$ cat src/rtl/pipelined_csel_adder.sv
// Pipelined carry-select adder/subtractor with valid/ready handshake.
// Stage 0 forms per-block candidate sums; later stages resolve SEL_PER_STAGE blocks of both carry chains per cycle.
module pipelined_csel_adder #(
    parameter int WIDTH         = 32,
    parameter int BLOCK_W       = 8,
    parameter int SEL_PER_STAGE = 2
) (
    input  logic             clk,
    input  logic             nrst,
    input  logic             in_valid,
    output logic             in_ready,
    input  logic [WIDTH-1:0] a,
    input  logic [WIDTH-1:0] b,
    input  logic             cin,
    input  logic             sub,
    output logic             out_valid,
    input  logic             out_ready,
    output logic [WIDTH-1:0] sum,
    output logic [WIDTH-1:0] sum_alt,
    output logic             cout,
    output logic             cout_alt,
    output logic             ovf
);

    localparam int NBLOCKS = WIDTH / BLOCK_W;
    localparam int NSTAGES = NBLOCKS / SEL_PER_STAGE;

    generate
        if (BLOCK_W < 1 || SEL_PER_STAGE < 1 || (WIDTH % BLOCK_W) != 0 ||
            (NBLOCKS % SEL_PER_STAGE) != 0) begin : g_bad_params
            $error("pipelined_csel_adder: illegal WIDTH/BLOCK_W/SEL_PER_STAGE combination");
        end
    endgenerate

    // Once a block is resolved, s0 carries its primary-chain sum and s1 its alternate-chain sum.
    typedef struct packed {
        logic               vld;
        logic [WIDTH-1:0]   s0;
        logic [WIDTH-1:0]   s1;
        logic [NBLOCKS-1:0] co0;
        logic [NBLOCKS-1:0] co1;
        logic               cp;
        logic               ca;
        logic               a_msb;
        logic               b_msb;
    } stage_t;

    typedef struct packed {
        logic             vld;
        logic [WIDTH-1:0] rp;
        logic [WIDTH-1:0] ra;
        logic             cp;
        logic             ca;
        logic             a_msb;
        logic             b_msb;
    } final_t;

    stage_t st_d [0:NSTAGES-1];
    stage_t st_q [0:NSTAGES-1];
    final_t fin_d;
    final_t fin_q;

    logic             en;
    logic [WIDTH-1:0] bp;
    logic             c0;
    logic [BLOCK_W:0] t0;
    logic [BLOCK_W:0] t1;

    // Resolve the j-th group of blocks for both chains, threading the chain carries through.
    function automatic void resolve(
        input  int               j,
        input  logic [WIDTH-1:0] s0_in,
        input  logic [WIDTH-1:0] s1_in,
        input  logic [NBLOCKS-1:0] co0,
        input  logic [NBLOCKS-1:0] co1,
        input  logic             cp_in,
        input  logic             ca_in,
        output logic [WIDTH-1:0] s0_out,
        output logic [WIDTH-1:0] s1_out,
        output logic             cp_out,
        output logic             ca_out
    );
        logic p;
        logic q;
        logic pn;
        logic qn;
        int   k;
        s0_out = s0_in;
        s1_out = s1_in;
        p      = cp_in;
        q      = ca_in;
        for (int i = 0; i < SEL_PER_STAGE; i++) begin
            k = (j - 1) * SEL_PER_STAGE + i;
            s0_out[k*BLOCK_W +: BLOCK_W] = p ? s1_in[k*BLOCK_W +: BLOCK_W] : s0_in[k*BLOCK_W +: BLOCK_W];
            s1_out[k*BLOCK_W +: BLOCK_W] = q ? s1_in[k*BLOCK_W +: BLOCK_W] : s0_in[k*BLOCK_W +: BLOCK_W];
            pn = p ? co1[k] : co0[k];
            qn = q ? co1[k] : co0[k];
            p  = pn;
            q  = qn;
        end
        cp_out = p;
        ca_out = q;
    endfunction

    assign en       = !(out_valid && !out_ready);
    assign in_ready = en;

    always_comb begin
        bp       = sub ? ~b : b;
        c0       = sub | cin;
        t0       = '0;
        t1       = '0;
        st_d[0]  = '0;
        st_d[0].vld   = in_valid;
        st_d[0].cp    = c0;
        st_d[0].ca    = ~c0;
        st_d[0].a_msb = a[WIDTH-1];
        st_d[0].b_msb = bp[WIDTH-1];
        for (int k = 0; k < NBLOCKS; k++) begin
            t0 = {1'b0, a[k*BLOCK_W +: BLOCK_W]} + {1'b0, bp[k*BLOCK_W +: BLOCK_W]};
            t1 = t0 + (BLOCK_W+1)'(1);
            st_d[0].s0[k*BLOCK_W +: BLOCK_W] = t0[BLOCK_W-1:0];
            st_d[0].s1[k*BLOCK_W +: BLOCK_W] = t1[BLOCK_W-1:0];
            st_d[0].co0[k] = t0[BLOCK_W];
            st_d[0].co1[k] = t1[BLOCK_W];
        end
        for (int j = 1; j < NSTAGES; j++) begin
            st_d[j] = st_q[j-1];
            resolve(j, st_q[j-1].s0, st_q[j-1].s1, st_q[j-1].co0, st_q[j-1].co1,
                    st_q[j-1].cp, st_q[j-1].ca,
                    st_d[j].s0, st_d[j].s1, st_d[j].cp, st_d[j].ca);
        end
        fin_d       = '0;
        fin_d.vld   = st_q[NSTAGES-1].vld;
        fin_d.a_msb = st_q[NSTAGES-1].a_msb;
        fin_d.b_msb = st_q[NSTAGES-1].b_msb;
        resolve(NSTAGES, st_q[NSTAGES-1].s0, st_q[NSTAGES-1].s1, st_q[NSTAGES-1].co0,
                st_q[NSTAGES-1].co1, st_q[NSTAGES-1].cp, st_q[NSTAGES-1].ca,
                fin_d.rp, fin_d.ra, fin_d.cp, fin_d.ca);
    end

    // A single global enable freezes the whole pipe while the consumer stalls.
    always_ff @(posedge clk or negedge nrst) begin
        if (!nrst) begin
            for (int i = 0; i < NSTAGES; i++) st_q[i] <= '0;
            fin_q     <= '0;
            out_valid <= 1'b0;
            sum       <= '0;
            sum_alt   <= '0;
            cout      <= 1'b0;
            cout_alt  <= 1'b0;
            ovf       <= 1'b0;
        end else if (en) begin
            for (int i = 0; i < NSTAGES; i++) st_q[i] <= st_d[i];
            fin_q     <= fin_d;
            out_valid <= fin_q.vld;
            sum       <= fin_q.rp;
            sum_alt   <= fin_q.ra;
            cout      <= fin_q.cp;
            cout_alt  <= fin_q.ca;
            ovf       <= (fin_q.a_msb == fin_q.b_msb) && (fin_q.rp[WIDTH-1] != fin_q.a_msb);
        end
    end

endmodule
$ cat config.mk
export PLATFORM = sky130hd
export DESIGN_NAME = pipelined_csel_adder
export DESIGN_NICKNAME = d
export VERILOG_FILES = /design/src/rtl/pipelined_csel_adder.sv
export SDC_FILE = /design/constraint.sdc
export NUM_CORES = 1
export LEC_CHECK = 0
export CORE_MARGIN = 3
export CORE_UTILIZATION = 50
export CTS_BUF_LIST = sky130_fd_sc_hd__clkbuf_8 sky130_fd_sc_hd__clkbuf_16
export CTS_CLUSTER_SIZE = 16
export DETAILED_ROUTE_END_ITERATION = 7
export PLACE_DENSITY = 0.82
export RECOVER_POWER = 25
export SLEW_MARGIN = 20
export SYNTH_ARGS = -nofsm -noshare
export SYNTH_HDL_FRONTEND = slang
export SYNTH_SLANG_ARGS = --single-unit
$ cat constraint.sdc
create_clock -name clk -period 2.5 [get_ports clk]
set_clock_uncertainty 0.2 [all_clocks]
set_input_delay 0.625 -clock clk [delete_from_list [all_inputs] [get_ports clk]]
set_output_delay 0.625 -clock clk [all_outputs]
set_load 0.005 [all_outputs]
# After elaboration in Yosys (flattened, before gate mapping)
# Index checks and enable logic that the tools add are counted.
# Widths: inputs -> output; s select.
[word_totals]
inputBits = 70
register_bits = 291
out_inout_bits = 69
word_cells = 65
[classes]
eq_ne = 2
reduce_logical = 4
bitwise = 3
mux = 17
add_sub_neg = 8
[ops]
columns = ["op", "count"]
rows = [
  ["$mux 8", 8],
  ["$add 8x8->9", 4],
  ["$add 9x1->9 const B", 4],
  ["$mux 32", 1],
  ["$not 32->32", 1],
  ["$mux 1", 8],
  ["$logic_and 1x1->1", 2],
  ["$logic_not 1->1", 2],
  ["$eq 1x1->1", 1],
  ["$ne 1x1->1", 1],
  ["$not 1->1", 1],
  ["$or 1x1->1", 1],
]

# Depth between registers and ports, before layout
[logic_depth]
ltp_word = 4
mapped_depth = 13
ltp_nobuf = 10

# Worst setup path before layout
# Ideal clock, no wire load.
[synth_timing]
path_type = "input port to flip-flop"
start = "input port sub"
end = "register, netlist name st_q[104]"
path_buffers = 3
arrival_time_ns = 3.482
t_required_ns = 2.231
stages = 13
setup_slack_ns = -1.251
setup_time_ns = 0.069
cell_sequence = "clkbuf_1 buf_1 xor2_1 ha_1 inv_1 fa_1 nand3b_1 a21boi_1 nor4_1 or3_1 buf_2 or4_1 nand3_1"
[synth_via]
elab_chain_cells = 3
[synth_rtl]
columns = ["element", "line_no", "text"]
rows = [
  ["start: declaration", "15", "input logic sub,"],
  ["$mux 32", "109", "bp = sub ? ~b : b;"],
  ["$add 8x8->9", "120", "t0 = {1'b0, a[k*BLOCK_W +: BLOCK_W]} + {1'b0, bp[k*BLOCK_W +: BLOCK_W]};"],
  ["$add 9x1->9", "121", "t1 = t0 + (BLOCK_W+1)'(1);"],
]
# Every way passes these cells.
# A chain may end at the register's enable or synchronous reset.

# Worst setup path in the final report
[layout_timing]
start = "input port a[11]"
end = "register, netlist name st_q[104]"
[layout_via]
elab_chain_cells = 2
[layout_rtl]
columns = ["element", "line_no", "text"]
rows = [
  ["start: declaration", "12", "input logic [WIDTH-1:0] a,"],
  ["$add 8x8->9", "120", ""],
  ["$add 9x1->9", "121", ""],
]
# Every way passes these cells.

==> flow_summary.ini <==
[setup_path]
path_buf_inv = 1
path_cells = clkdlybuf4s50_1, ha_4, a21oi_2, a21boi_2, o31a_1, or3_4, or4_4, nand3_2
critPathLaunchType = input port
crit_type = in -> reg
critPathCaptureType = register
arrival_ns = 2.99
crit_fanout = 4
ff2ff_setup_slack_ns = 0.44
r2r_end = fin_d[7]$_DFFE_PN0N_
path_depth = 8
cp_slowest_cell = clkdlybuf4s50_1
cp_top_family = simple AND/OR/NAND/NOR gates
r2r-start = out_valid$_DFFE_PN0N_
timing.reg2reg.worst_path_depth = 5
worst_ep_required_time_ns = 2.76
critPathMaxStageDelay_ns = 0.54

[place]
port_buffers = 138
gp_congestion = 0.829
dp_hpwl_um = 20900
place_area_um2 = 16200

[timing]
finalSetupTns_ns = -1.79
rsz0062_at_grt = yes
fmax_ghz = 0.366
setup_slack_ns = -0.232
finalHoldViolCount = 0
post-route-min-period_ns = 2.73
slew_headroom = 0.144
period_share = 1.09
drv_slew = 0
worstMarginPinSlew_ns = 1.28
setup_viol = 16

[drt]
wl_um = 31700
dr.pass1.iters = 5
via_per_inst = 5.18
ant_nets = 0
drc = 0
wl_met2_um = 15300
routedWlPerCell_um = 15.2
drt_iter0_drc = 720
met3WireLength_um = 1350
vias = 10800
met1_length_um = 14500
highest-signal-layer = met4

[synthesis]
syn_inst = 1450
ys_async_sr_fraction = 1.00
synth_flop_cell = dfrtp_1
netlist_area_um2 = 13300
synth_top_cell_area_share = 0.539
synthesis.nets = 1564
yosysWarnings = 0
ys_seq_elements = 287
synth.area.top_cells = dfrtp_1, nand2_1, mux2i_1
yosys.area.top_type = dfrtp_1
synth_most_common_cell = nand2_1
avgSynthCellArea_um2 = 9.20
ys_seq_area_frac = 0.539
synth_edf_count = 0
synth_cell_types = 45
synth_common_cells = nand2_1, dfrtp_1, o21ai_0, mux2i_1, clkbuf_1

[die]
die_w_um = 169
start_util = 0.510
die_h_um = 169
core_um2 = 26100
num_io_pins = 139
die_area_um2 = 28700
rows = 59

[finish]
final_nets = 1841
antenna_cells = 0
utilization = 0.688
fillers = 1881
post-route-cell-area_um2 = 18000
drive_gt1_frac = 0.206
syn_to_final_growth_pct = 34.8

[global_routing]
grt_pass1_vias = 10600
overflow = 0
grt_max_degree = 109
grt_usage = 0.215
grt_antenna_before_repair = 0
grt_pass1_wl_um = 51900

[clock_tree]
htree_num_levels = 1
cts-root-buf = clkbuf_16
cts.sinks = 287
clkLatencyLatePin_ns = 0.54
cts_tree = done
clk_pin_slew_ns = 0.06
cts_buffers = 29
cts_buffer_depth = 3

[pwr]
p_leak_nw = 8.85
p_total_w = 0.0201
power.density_nw_per_um2 = 1120
ir_worst_vdd_mv = 0.797

[min_path]
min_delay_worst_endpoint = sum_alt[10]$_DFFE_PN0N_
holdCritStartpoint = sum_alt[10]$_DFFE_PN0N_
holdPathStages = 2
hold_class = reg -> reg

[outcome]
status = finished with violations
violations = setup timing

[run]
cap_violations = 0
per-stage QoR:
stage	instances	worst slack [ns]	hold WS (ns)
6_report	2082	-0.232	0.263
5_1_grt	2082	-0.296	0.281
4_1_cts	2066	-0.170	0.268
3_5_place_dp	1990	-1.16	0.255
3_3_place_gp	1990	-1.03	0.249
2_1_floorplan	1450	-0.809	0.129
report_power, final:
group	leakage [nW]	switching, W	internal (W)
Clock	0.491	0.00172	0.00243
Combinational	4.87	0.00391	0.00375
Sequential	3.49	0.00143	0.00690
placed cells by master, fill, tap and decap left out, types with 5 or more instances in the layout:
master	netlist	layout
nand2_1	611	603
o31a_1	7	7
nor2_1	27	26
xor2_2	0	17
buf_6	0	18
clkinv_2	0	6
and3_4	0	5
a21o_1	5	5
nand4_1	8	8
clkdlybuf4s50_1	0	106
ha_1	40	27
nor3_1	9	9
xor2_1	48	31
inv_2	0	10
ha_2	0	5
o21ai_1	0	18
mux2i_1	68	68
o21a_1	7	7
xnor2_2	0	12
buf_4	0	153
inv_1	18	15
dlygate4sd2_1	0	19
dlymetal6s2s_1	0	5
ha_4	0	8
nand3_1	15	10
nand2_2	0	8
dfrtp_1	287	287
buf_12	0	6
a21oi_2	3	7
xnor2_1	24	11
a21oi_1	22	16
o21ai_0	102	82
clkbuf_16	0	29
area by class of cell:
cell class,instances,area (um2),share of cell area
tap,335,419,0.0233
timing repair buffer,320,2880,0.161
inverter,18,72.6,0.00404
sequential,287,7180,0.400
multi-input combinational,1071,6490,0.361
clock inverter,18,140,0.00780
clock buffer,33,781,0.0435
layer usage:
layer / up-vias / global-route usage
met3: 41 / 0.0247
met4: 0 / 0.0491
met1: 5212 / 0.318
li1: 5289 / -
met5: - / 0
met2: 251 / 0.344
worst reg2reg max path, stage by stage, from the launching register on:
cell and delay (ns):
dfrtp_1 0.37, nor2b_4 0.21, buf_4 0.14, buf_12 0.30, buf_4 0.52, o21ai_0 0.17
registers in the layout, indices dropped and copies added, names as in the netlist:
register / cells
st_q: 72
st_d: 43
sum_alt: 32
ovf: 1
out_valid: 1
cout: 1
fin_d: 35
cout_alt: 1
fin_q: 69
sum: 32
what timing repair did:
item	in CTS	in global routing
endpoints found under the setup margin	35	26
gates resized for setup	104	61
cloned	1	0
endpoints found under the hold margin	43	0
pin swaps	76	64
hold buffers	1	0
buffers inserted	24	16
kinds of logic after synthesis:
| group | after synthesis | synth area share |
|---|---|---|
| buffers and inverters | 92 | 0.0263 |
| XOR/XNOR | 72 | 0.0473 |
| flip-flops | 287 | 0.539 |
| adder cells (fa/ha/maj) | 44 | 0.0435 |
| AO/OA/AOI/OAI | 175 | 0.0776 |
| multiplexers | 73 | 0.0560 |
| AND/OR/NAND/NOR | 707 | 0.211 |
worst max-delay path by stage:
stage                from                     to  slack [ns]
floorplan             sub  st_q[104]$_DFFE_PN0N_       -0.81
detailed placement   b[8]    st_d[5]$_DFFE_PN0N_       -1.16
CTS                   sub   st_d[35]$_DFFE_PN0N_       -0.17
finish              a[11]  st_q[104]$_DFFE_PN0N_       -0.23
global placement      sub   st_d[35]$_DFFE_PN0N_       -1.03
global route          sub   st_d[35]$_DFFE_PN0N_       -0.30
Note: power is estimated with default switching activity, not from simulation.
